**src/rtl/regfile_write_buffer.sv**
```systemverilog
// Register file write buffer: queues write requests, drains one per cycle (min latency 1, no cut-through),
// forwards pending data to the two read ports; in_ready drops only when all DEPTH entries are occupied.
module regfile_write_buffer #(
  parameter int DEPTH  = 4,
  parameter int ADDR_W = 4,
  parameter int DATA_W = 16
) (
  input  logic                       clk,
  input  logic                       rst,
  input  logic                       in_valid,
  output logic                       in_ready,
  input  logic [ADDR_W-1:0]          in_reg,
  input  logic [DATA_W-1:0]          in_data,
  input  logic                       drain_en,
  output logic [ADDR_W-1:0]          DstReg,
  output logic [DATA_W-1:0]          DstData,
  output logic                       WriteReg,
  input  logic [ADDR_W-1:0]          SrcReg1,
  input  logic [ADDR_W-1:0]          SrcReg2,
  output logic                       byp_hit1,
  output logic [DATA_W-1:0]          byp_data1,
  output logic                       byp_hit2,
  output logic [DATA_W-1:0]          byp_data2,
  output logic [$clog2(DEPTH+1)-1:0] count
);

  localparam int PTR_W = $clog2(DEPTH);
  localparam int CNT_W = $clog2(DEPTH+1);
  localparam logic [CNT_W-1:0] FULL = CNT_W'(DEPTH);

  typedef struct packed {
    logic [ADDR_W-1:0] dst;
    logic [DATA_W-1:0] dat;
  } entry_t;

  entry_t            mem [DEPTH];
  logic [PTR_W-1:0]  head;
  logic [PTR_W-1:0]  tail;
  logic [PTR_W-1:0]  idx;
  logic              accept;
  logic              store;
  logic              not_empty;

  assign not_empty = (count != '0);
  assign in_ready  = !rst && (count != FULL);
  assign accept    = in_valid && in_ready;
  // Register 0 is hardwired to zero, so its writes are swallowed without taking a slot.
  assign store     = accept && (in_reg != '0);
  assign WriteReg  = drain_en && not_empty;
  assign DstReg    = not_empty ? mem[head].dst : '0;
  assign DstData   = not_empty ? mem[head].dat : '0;

  // Walk from oldest to youngest so the last match wins; the head entry counts even while draining.
  always_comb begin
    byp_hit1  = 1'b0;
    byp_data1 = '0;
    byp_hit2  = 1'b0;
    byp_data2 = '0;
    idx       = head;
    for (int k = 0; k < DEPTH; k++) begin
      idx = head + PTR_W'(k);
      if (CNT_W'(k) < count) begin
        if ((SrcReg1 != '0) && (mem[idx].dst == SrcReg1)) begin
          byp_hit1  = 1'b1;
          byp_data1 = mem[idx].dat;
        end
        if ((SrcReg2 != '0) && (mem[idx].dst == SrcReg2)) begin
          byp_hit2  = 1'b1;
          byp_data2 = mem[idx].dat;
        end
      end
    end
  end

  always_ff @(posedge clk or posedge rst) begin
    if (rst) begin
      head  <= '0;
      tail  <= '0;
      count <= '0;
    end else begin
      if (store)
        tail <= tail + PTR_W'(1);
      if (WriteReg)
        head <= head + PTR_W'(1);
      case ({store, WriteReg})
        2'b10:   count <= count + CNT_W'(1);
        2'b01:   count <= count - CNT_W'(1);
        default: count <= count;
      endcase
    end
  end

  always_ff @(posedge clk) begin
    if (store)
      mem[tail] <= '{dst: in_reg, dat: in_data};
  end

endmodule

```
**config.mk**
```make
export PLATFORM = sky130hd
export DESIGN_NAME = regfile_write_buffer
export DESIGN_NICKNAME = d
export VERILOG_FILES = /design/src/rtl/regfile_write_buffer.sv
export SDC_FILE = /design/constraint.sdc
export NUM_CORES = 1
export LEC_CHECK = 0
export BUFFER_PORTS_ARGS = -buffer_cell sky130_fd_sc_hd__buf_2
export CORE_MARGIN = 5
export CORE_UTILIZATION = 53
export DETAILED_ROUTE_END_ITERATION = 10
export PLACE_DENSITY = 0.78
export SLEW_MARGIN = 5
export SYNTH_ARGS = -nofsm -noshare
export SYNTH_HDL_FRONTEND = slang
export SYNTH_SLANG_ARGS = --single-unit
```
**constraint.sdc**
```tcl
create_clock -name clk -period 2.3 [get_ports clk]
set_input_delay 0 -clock clk [delete_from_list [all_inputs] [get_ports clk]]
set_output_delay 0 -clock clk [all_outputs]
set_load 0.02 [all_outputs]
```
* Word level (Yosys, flattened, before mapping)
Memory sizes are Yosys's and may differ from the RTL's.
Cells that the tools add are included.
** Cells by class
- $lt $le $gt $ge :: 4
- Muxes and demuxes :: 37
- $add $sub $neg :: 6
- Reduce and logical (&&, ||, !) cells :: 18
- Equality and inequality tests :: 11
** Operators by type and width (count)
- 16-bit two-way mux :: 17
- 4-bit == test :: 8
- 1-bit two-way mux :: 18
- 1-bit logical AND :: 12
- 4-bit nonzero test :: 3
- 1-bit by 3-bit < comparator with 1-bit output, first input constant :: 2
- 2-bit by 3-bit < comparator with 1-bit output, first input constant :: 2
- 3-bit case mux with 2 select lines :: 1
- 2-bit by 1-bit adder with 2-bit output, second input constant :: 2
- 2-bit adder, second input constant :: 2
- 4-bit two-way mux :: 1
- 3-bit by 1-bit adder with 3-bit output, second input constant :: 1
- 3-bit != test, second input constant :: 1
- 3-bit nonzero test :: 1
- 3-bit by 1-bit subtractor with 3-bit output, second input constant :: 1
- 2-bit by 1-bit == test with 1-bit output, second input constant :: 1
- 2-bit == test, second input constant :: 1
- 2-bit nonzero test :: 1
- 1-bit logical NOT :: 1
** Word-level totals
- Word-level logic and storage cells :: 80
- RAM bits :: 80
- Bits in registers :: 7
- Output and inout bits :: 59
- Memories :: 1
** Memories
- mem :: depth 4, bits a word 20, rd ports 4, clocked after Yosys merged registers in 0, wr ports 1, line 36 : entry_t mem [DEPTH];

* Longest topological paths before layout
An unclocked memory read counts as a cell.
- Depth in word-level cells :: 11
- Mapped depth :: 10
- Mapped depth without buffers :: 9

* Worst setup path after synthesis
OpenSTA, ideal clock, no wires.
- Kind :: reg-to-reg
- From :: reg count[0]
- To :: mem mem[0][0] (netlist name) (enable)
- Cell stages (with the launch flop) :: 7
- Arrival time :: 2253 ps
- Data required time :: 1922 ps
- Setup slack :: -331 ps
- Period minus slack after synthesis :: 2631 ps
- Path through :: dfrtp_1 inv_1 ha_1 a21oi_1 and3_1 clkbuf_1 and2_1
** Between the ends
- Cells in the longest elaborated chain, start to end :: 6
** RTL lines
- start: declaration :: line 24 : output logic [$clog2(DEPTH+1)-1:0] count
- start signal: assignment :: line 86 : 2'b10: count <= count + CNT_W'(1);
- start signal: assignment :: line 87 : 2'b01: count <= count - CNT_W'(1);
- start signal: assignment :: line 88 : default: count <= count;
- 3-bit != test :: line 45 : assign in_ready = !rst && (count != FULL);
- 1-bit logical AND :: line 45
- via in_ready :: line 11 : output logic in_ready,
- 1-bit logical AND :: line 46 : assign accept = in_valid && in_ready;
- 1-bit logical AND :: line 48 : assign store = accept && (in_reg != '0);
- 1-bit two-way mux :: line 94 : if (store)
- 1-bit two-way mux (not written as such) :: line 95 : mem[tail] <= '{dst: in_reg, dat: in_data};
- end: declaration :: line 36
The timed path passes the listed nets, and every way through them passes these cells.

* Final worst setup path
- From :: reg head[0]
- To :: out byp_data2[12]
** Between the ends
- Cells in the longest elaborated chain, start to end :: 11
** RTL lines
- start: declaration :: line 37 : logic [PTR_W-1:0] head;
- start signal: assignment :: line 84 : head <= head + PTR_W'(1);
- memory read 4 x 20 bit (*)
- 4-bit == test :: line 67 : if ((SrcReg2 != '0) && (mem[idx].dst == SrcReg2)) begin
- 1-bit logical AND :: line 67
- 16-bit two-way mux :: line 67
- 16-bit two-way mux :: line 62 : if (CNT_W'(k) < count) begin
- 16-bit two-way mux :: line 67
- 16-bit two-way mux :: line 62
- 16-bit two-way mux :: line 67
- 16-bit two-way mux :: line 62
- 16-bit two-way mux :: line 67
- 16-bit two-way mux (*) :: line 62
- end: declaration :: line 23 : output logic [DATA_W-1:0] byp_data2,
Every way passes the cells marked *; elsewhere a longest branch is shown, timed or not.

==> results.sh <==
export IMPL_vias_per_cell=6.84
export IMPL_grt_max_degree=37
export IMPL_synth_top_area_share_pct=38.0
export IMPL_cts_inserted_buffers=9
export IMPL_yosys_area_top_type="edfxtp_1"
export IMPL_hold_class="primary input to register"
export IMPL_violations="setup timing"
export IMPL_routed_wl_um=20900
export IMPL_cts_root_buffer="clkbuf_16"
export IMPL_clk_pin_slew_worst_paths_ns=0.07
export IMPL_dp_hpwl_um=12300
export IMPL_crit_arrival_ns=2.99
export IMPL_die_height_um=119
export IMPL_grt_pass1_vias=5621
export IMPL_critPathKind="register to output port"
export IMPL_synth_edff_count=80
export IMPL_place_gp_congestion=0.944
export IMPL_firstDrtPassIters=5
export IMPL_syn_inst=525
export IMPL_leakagePower_nw=3.37
export IMPL_syn_nets=566
export IMPL_yosys_warnings=0
export IMPL_maxCapViolations=0
export IMPL_placed_cell_area_um2=7470
export IMPL_cts_tree="done"
export IMPL_setup_violations_final=34
export IMPL_synth_seq_cells=87
export IMPL_grt_first_pass_wirelength_um=30200
export IMPL_synth_top_cells_by_count="edfxtp_1 (80), o21ai_0 (50), mux4_2 (41)"
export IMPL_rows=40
export IMPL_cts_max_level=3
export IMPL_slew_viol_final=0
export IMPL_dp_cells=764
export IMPL_drc=0
export IMPL_async_flop_share_pct=8.05
export IMPL_grt_usage_pct=27.0
export IMPL_timing_hold_ws_ns=0.153
export IMPL_critical_path_required_ns=2.30
export IMPL_synth_yosys_seq_area_share_pct=40.7
export IMPL_ys_types=48
export IMPL_drt_first_iter_violations=563
export IMPL_powerDensity_nw_per_um2=1430
export IMPL_finalNonFillerCells=825
export IMPL_max_slew_margin_pct=55.6
export IMPL_ir_worst_vdd_mv=0.908
export IMPL_skew_ns=0.0102
export IMPL_fin_crit_sh_pct=130
export IMPL_synth_area_um2=6330
export IMPL_cts_buffer_depth=2
export IMPL_grt_setup_unrepaired="yes"
export IMPL_initial_core_util_pct=53.3
export IMPL_clock_sinks=87
export IMPL_synthToLayoutAreaGrowth_pct=40.6
export IMPL_synth_area_leaders="edfxtp_1 (38%), mux4_2 (15%), a221oi_1 (4.0%)"
export IMPL_clock_latency_ns=0.34
export IMPL_coreArea_um2=11900
export IMPL_diodes=0
export IMPL_hold_viol=0
export IMPL_vias=5647
export IMPL_worstMarginPinSlew_ns=0.662
export IMPL_layout_nets=714
export IMPL_die_w_um=119
export IMPL_drive_above_1_share_pct=52.1
export IMPL_avgSynthCellArea_um2=12.0
export IMPL_worst_slack_ns=-0.688
export IMPL_fill_cells=698
export IMPL_cp_end_kind="output port"
export IMPL_synth_flop_cell="edfxtp_1"
export IMPL_fmax_ghz=0.335
export IMPL_ioPinCount=91
export IMPL_yosysMostFrequentCell="edfxtp_1"
export IMPL_fin_crit_ns=2.99
export IMPL_r2r_cells=9
export IMPL_globalRouteOverflowTotal=0
export IMPL_antenna_left=0
export IMPL_wl_per_cell_um=25.3
export IMPL_path_max_fanout=8
export IMPL_status="complete, but fails checks"
export IMPL_die_area_um2=14200
export IMPL_hold_depth=3
export IMPL_fin_area_um2=8890
export IMPL_port_buffers=90
export IMPL_cp_start_kind="register"
export IMPL_antenna_found_initial=0
==> metrics by stage <==
stage	power (mW)	util [%]	setup WS, ns	TNS, ns
finish	12.7	75.0	-0.688	-21.35
global route	13.2	75.0	-0.799	-23.67
CTS	11.7	71.0	-0.649	-19.39
detailed placement	9.35	63.0	-0.625	-13.81
global placement	9.16	63.0	-0.579	-12.77
floorplan	7.33	-	-0.0760	-0.723
==> metal layers <==
metal / track usage [%] / wire length [µm] / up-vias
met5: 0 / 0 / -
met4: 12.2 / 784 / 0
met3: 4.65 / 1700 / 75
met2: 46.1 / 10700 / 357
met1: 33.4 / 7710 / 2806
li1: - / - / 2409
==> critical path, cell delays in order, from the launching register on <==
cell       delay (ns)
dfrtp_4          0.48
mux4_2           0.58
or3_4            0.36
a211oi_4         0.31
o2111ai_4        0.23
buf_6            0.22
o21ai_1          0.19
o22ai_2          0.12
buf_6            0.15
==> kinds of logic (layout without fill, tap and decap cells) <==
family          count (synthesis)  after routing  synth area share, %
buf+inv                        59            212                 4.29
mux                            92             92                 24.4
simple gates                   98             98                 7.56
compound gates                150            150                 17.0
xor+xnor                       30             30                 4.15
fa+ha+maj                       9              9                 1.78
flops                          87             87                 40.7
==> layout make-up <==
| type | count | area [µm²] | area share (%) |
|---|---|---|---|
| Tap cell | 147 | 184 | 2.07 |
| Clock inverter | 5 | 82.6 | 0.929 |
| Inverter | 10 | 37.5 | 0.422 |
| Timing Repair Buffer | 186 | 1700 | 19.1 |
| Clock buffer | 11 | 243 | 2.73 |
| Multi-Input combinational cell | 379 | 4070 | 45.7 |
| Sequential cell | 87 | 2580 | 29.0 |
==> flip-flops by register name (all words and copies together), names as in the netlist <==
signal  count
count       3
tail        2
head        2
mem        80
==> final timing paths <==
kind                            slack (ns)       endpoint     start
max in group asynchronous             1.85        head[1]       rst
worst min register to register        0.64        tail[0]   tail[0]
worst max-delay path                 -0.69  byp_data2[12]   head[0]
worst max register to register        0.15       count[2]  count[0]
worst min-delay path                  0.15        tail[0]  in_valid
min in group asynchronous             0.18       count[2]       rst
==> cell usage in the layout, fill, tap and decap left out, drive strengths merged, types with 3 or more instances in the layout <==
master	netlist	layout
xor2	7	7
a211oi	19	19
dfrtp	7	7
mux4	46	46
and2	5	5
ha	9	9
inv	10	10
nand2	27	27
mux2i	25	25
o21ai	50	50
and3	3	3
xnor2	23	23
dlygate4sd3	0	21
o22ai	33	33
buf	23	162
nor2	28	28
nand4	3	3
clkinvlp	0	3
edfxtp	80	80
nor2b	22	22
mux2	21	21
nor3	3	3
o2111ai	3	3
o21bai	3	3
a221oi	32	32
clkbuf	26	13
==> report_power, final <==
part	total [mW]	internal [mW]	switching [mW]
Combinational	8.97	4.02	4.95
Sequential	2.15	1.96	0.190
Clock	1.58	0.982	0.600
==> repair_timing <==
item                                    in CTS  in global routing
gates cloned                                 2                  3
endpoints found under the hold margin       87                  0
hold buffers                                21                  0
endpoints found under the setup margin      49                 43
pin swaps                                   11                 19
setup buffers                               11                  8
gates resized for setup                     76                 88
Note: power is estimated with default switching activity, not from simulation.
